<file path="src/rtl/mux_pkg.sv">
// rtl/mux_pkg.sv - shared multiplexer types and helpers
package mux_pkg;

  typedef enum logic {MODE_SEL = 1'b0, MODE_RR = 1'b1} mode_e;

  typedef enum logic {EMPTY = 1'b0, FULL = 1'b1} out_state_e;

  // Bits needed to index 'value' entries; never less than one.
  function automatic int bit_len(input int value);
    int bits;
    bits = 1;
    while ((1 << bits) < value) bits++;
    return bits;
  endfunction

endpackage

</file>
<file path="src/rtl/rr_arbiter.sv">
// rtl/rr_arbiter.sv - round-robin request search starting at ptr, wrapping at M-1
module rr_arbiter #(
  parameter int M  = 2,
  parameter int SW = 1
) (
  input  logic [M-1:0]  req,
  input  logic [SW-1:0] ptr,
  output logic [SW-1:0] grant,
  output logic          grant_valid
);

  logic [SW:0] idx;

  always_comb begin
    grant       = '0;
    grant_valid = 1'b0;
    idx         = '0;
    // Walk from the farthest candidate back toward ptr so the nearest request is written last.
    for (int k = M - 1; k >= 0; k--) begin
      idx = {1'b0, ptr} + (SW + 1)'(k);
      if (idx >= (SW + 1)'(M)) idx = idx - (SW + 1)'(M);
      if (req[idx[SW-1:0]]) begin
        grant       = idx[SW-1:0];
        grant_valid = 1'b1;
      end
    end
  end

endmodule

</file>
<file path="src/rtl/channel_arbiter_mux.sv">
// rtl/channel_arbiter_mux.sv - M-channel to one-beat output register, select or round-robin choice
module channel_arbiter_mux
  import mux_pkg::*;
#(
  parameter int    M    = 2,
  parameter int    N    = 1,
  parameter mode_e MODE = MODE_SEL,
  localparam int   SW   = bit_len(M)
) (
  input  logic           clk,
  input  logic           rst_n,
  input  logic [SW-1:0]  select,
  input  logic [M-1:0]   in_valid,
  input  logic [M*N-1:0] in_data,
  output logic [M-1:0]   in_ready,
  output logic           out_valid,
  output logic [N-1:0]   out_data,
  output logic [SW-1:0]  out_chan,
  input  logic           out_ready
);

  out_state_e    state, state_n;
  logic          accept;
  logic          xfer;
  logic          grant_valid;
  logic [SW-1:0] grant;
  logic [N-1:0]  grant_data;

  assign accept    = (state == EMPTY) || out_ready;
  assign xfer      = accept && grant_valid;
  assign out_valid = (state == FULL);

  generate
    if (MODE == MODE_RR) begin : g_rr
      logic [SW-1:0] ptr;
      logic          unused_select;

      assign unused_select = ^select;

      rr_arbiter #(.M(M), .SW(SW)) u_rr_arbiter (
        .req         (in_valid),
        .ptr         (ptr),
        .grant       (grant),
        .grant_valid (grant_valid)
      );

      always_ff @(posedge clk or negedge rst_n) begin
        if (!rst_n)    ptr <= '0;
        else if (xfer) ptr <= (grant == SW'(M - 1)) ? '0 : grant + 1'b1;
      end
    end else begin : g_sel
      // Out-of-range select values match no channel and therefore grant nothing.
      always_comb begin
        grant       = select;
        grant_valid = 1'b0;
        for (int i = 0; i < M; i++)
          if (select == SW'(i)) grant_valid = in_valid[i];
      end
    end
  endgenerate

  always_comb begin
    grant_data = '0;
    for (int i = 0; i < M; i++)
      if (grant == SW'(i)) grant_data = in_data[i*N +: N];
  end

  always_comb begin
    in_ready = '0;
    if (xfer && rst_n) in_ready[grant] = 1'b1;
  end

  always_ff @(posedge clk or negedge rst_n) begin
    if (!rst_n) state <= EMPTY;
    else        state <= state_n;
  end

  always_comb begin
    state_n = state;
    case (state)
      EMPTY:   if (xfer) state_n = FULL;
      FULL:    if (out_ready) state_n = xfer ? FULL : EMPTY;
      default: state_n = EMPTY;
    endcase
  end

  always_ff @(posedge clk or negedge rst_n) begin
    if (!rst_n) begin
      out_data <= '0;
      out_chan <= '0;
    end else if (xfer) begin
      out_data <= grant_data;
      out_chan <= grant;
    end
  end

endmodule

</file>
<file path="config.mk">
export PLATFORM = sky130hd
export DESIGN_NAME = channel_arbiter_mux
export DESIGN_NICKNAME = d
export VERILOG_FILES = /design/src/rtl/mux_pkg.sv /design/src/rtl/rr_arbiter.sv /design/src/rtl/channel_arbiter_mux.sv
export SDC_FILE = /design/constraint.sdc
export NUM_CORES = 1
export LEC_CHECK = 0
export CORE_AREA = 2 2 39 41
export DETAILED_ROUTE_END_ITERATION = 10
export DIE_AREA = 0 0 41 43
export GPL_ROUTABILITY_DRIVEN = 0
export PLACE_DENSITY = 0.44
export SLEW_MARGIN = 15
export SYNTH_ARGS = -nofsm -noshare
export SYNTH_HDL_FRONTEND = slang
export SYNTH_SLANG_ARGS = --single-unit
export TNS_END_PERCENT = 10
</file>
<file path="constraint.sdc">
create_clock -name clk -period 1 [get_ports clk]
set_input_delay 0.2 -clock clk [delete_from_list [all_inputs] [get_ports clk]]
set_output_delay 0.2 -clock clk [all_outputs]
set_load 0.005 [all_outputs]
</file>
==> qor.txt, run 1 <==
Worst Setup SP -> out_valid
Initial Utilization -> 12.4%
FMAX -> 766 MHz
Final #Nets -> 50
Hold Buf Count CTS -> 0
Skew-Pair Late Insertion Delay -> 0.23 ns
Hold Fails Final Rpt -> 0
I/O Pins -> 13
Hold WC Path Type -> primary input to asynchronous set/reset pin
Final Cycle Share -> 131%
PwrDens -> 1300 nW/um^2
synth warn -> 0
CP Data Arrival Time -> 1.11 ns
leakage power -> 0.000190 uW
Cell variety after synth -> 11
uppermost layer routed -> met3
root buf cell -> clkbuf_4
CTS clk-pin slew, worst paths -> 0.04 ns
CP required -> 0.80 ns
outcome -> finished with violations
Die ar. -> 1760 um^2
Worst VDD drop -> 0.000396 V
GR Overflow Total -> 0
#FFs+latches synth -> 3
Crit. End Element -> output pin
port bufs -> 12
Non-Filler Instances -> 57
share of cells above drive strength 1 -> 51.2%
DR vias -> 227
max-slew violations -> 0
initial antenna violation count -> 0
Die Ht -> 43 um
Die X-Extent -> 41 um
Min Clock Period, post-route -> 1.31 ns
met3 wire len -> 72 um
Final WS setup -> -0.305 ns
Worst setup SP type -> register
Critical R2R Capture -> out_chan
post-synthesis cell count -> 17
GR Util All Layers -> 7.95%
DP Wirelength -> 508 um
H-Tree Depth -> 1
sequential area share after synthesis -> 43.8%
Post-Place Setup Slack -> -0.817 ns
CTS Buf Count -> 3
antenna-violating nets left -> 0
Pre-antenna DRT Iters -> 4
most frequent cells in the layout -> buf_4, clkdlybuf4s50_1
Syn Area/Cell -> 10.1 um^2
commonest non-fill, non-tap cell in the layout -> buf_4
Slew Limit Headroom -> 88.0%
RSZ-0062 raised after global routing -> yes
Syn-to-layout area delta -> 130%
final setup vio count -> 4
worst slew pin tran -> 0.175 ns
row count -> 14
routed vias/inst -> 3.98
Reg2Reg Setup Slack -> -0.15 ns
Worst Setup EP -> in_ready[0]
met1 wire length -> 222 um
wire per inst -> 10.5 um
reg2reg start -> out_valid
WS Path Type -> register to output pin
clock buffer depth -> 2
Max Cap Viol -> 0
clock skew -> 0.00120 ns
clock sinks -> 3
DRC Markers -> 0
vias in the first global route -> 248
number of placed cells counting well taps -> 52
failing checks -> negative setup slack
DR iter-0 viols -> 3
met2 wire length -> 303 um
core area -> 1380 um^2
Post-Route WL -> 597 um
CTS tree -> yes
Syn Nets -> 25
worst reg-to-reg path cell count -> 5
Ant. Diodes -> 0
largest net degree at the start of global routing -> 4
Synth Cell Area -> 171 um^2
CP Max Fanout -> 2
first-pass GRT wire length -> 848 um
-- metrics by stage --
step / setup TNS (ns) / power, uW / util [%] / area, um^2 / hold slack [ns]
5_1_grt: -1.01 / 551 / 28.5 / 394 / 0.284
3_5_place_dp: -3.04 / 311 / 26.3 / 364 / 0.494
3_3_place_gp: -2.92 / 307 / 26.3 / 364 / 0.495
2_1_floorplan: 0 / 194 / - / 171 / -0.0956
6_report: -0.722 / 511 / 28.5 / 394 / 0.286
4_1_cts: -0.957 / 536 / 29.6 / 409 / 0.279
-- sequential cells by signal (all words and copies together), names as in the netlist --
register,cells
out_chan,1
out_valid,1
out_data,1
-- timing repair --
action / 4_1_cts / 5_1_grt
setup buffers: 1 / 0
pin swaps: 3 / 3
gates resized for setup: 22 / 3
setup endpoints to repair: 8 / 7
-- worst max-delay path, stage by stage (launching register included) --
cell,delay (ns)
dfrtp_1,0.38
buf_6,0.12
nand2b_4,0.06
nand2_2,0.05
nor3b_2,0.14
buf_2,0.13
-- synthesized netlist by cell type, drive strengths merged --
library cell | instances | area share, %
nand2 | 4 | 8.8
dfrtp | 3 | 44
mux2i | 2 | 12
a21o | 1 | 4.4
a22o | 1 | 5.8
nand2b | 1 | 8.0
nor2 | 1 | 2.2
nor2b | 1 | 3.7
nor3b | 1 | 4.4
o21ai | 1 | 2.9
o31ai | 1 | 4.4
-- area by class of cell --
type / count / area (um^2)
tap: 16 / 20.0
fill: 160 / 990
timing repair buffer: 20 / 156
clock buffer: 4 / 26.3
multi-input combinational: 14 / 116
sequential: 3 / 75.1
-- layer usage --
layer | track usage (%) | vias to the layer above
met5 | 0 | -
met4 | 8.00 | 0
met3 | 3.66 | 0
met2 | 13.1 | 13
met1 | 5.83 | 104
li1 | - | 110
-- power breakdown --
part | total, uW | internal [uW] | switching (uW) | leakage, uW
sequential | 149 | 139 | 9.71 | 0.0000340
clock | 207 | 149 | 57.4 | 0.0000150
combinational | 155 | 97.7 | 57.3 | 0.000141
-- worst min path at each step --
stage / end / slack [ns] / cells past startpoint
global route: out_valid / 0.28 / 2
global placement: out_data / 0.50 / 2
floorplan: out_chan / -0.1 / 0
finish: out_valid / 0.29 / 2
CTS: out_valid / 0.28 / 2
detailed placement: out_valid / 0.49 / 2
-- kinds of logic after synthesis --
logic type,share of synthesized area (%)
AO/OA/AOI/OAI,17.5
multiplexers,11.7
flip-flops,43.8
AND/OR/NAND/NOR,27.0
No activity file was read; power rests on OpenSTA's default activity.
==> run 2: changes to the inputs <==
--- a/config.mk
+++ b/config.mk
@@ -5,6 +5,7 @@
 export SDC_FILE = /design/constraint.sdc
 export NUM_CORES = 1
 export LEC_CHECK = 0
+export CAP_MARGIN = 0
 export CORE_AREA = 2 2 39 41
 export DETAILED_ROUTE_END_ITERATION = 10
 export DIE_AREA = 0 0 41 43
==> results of run 2 <==
The final DEF is identical to that of run 1; final timing and power are the same.
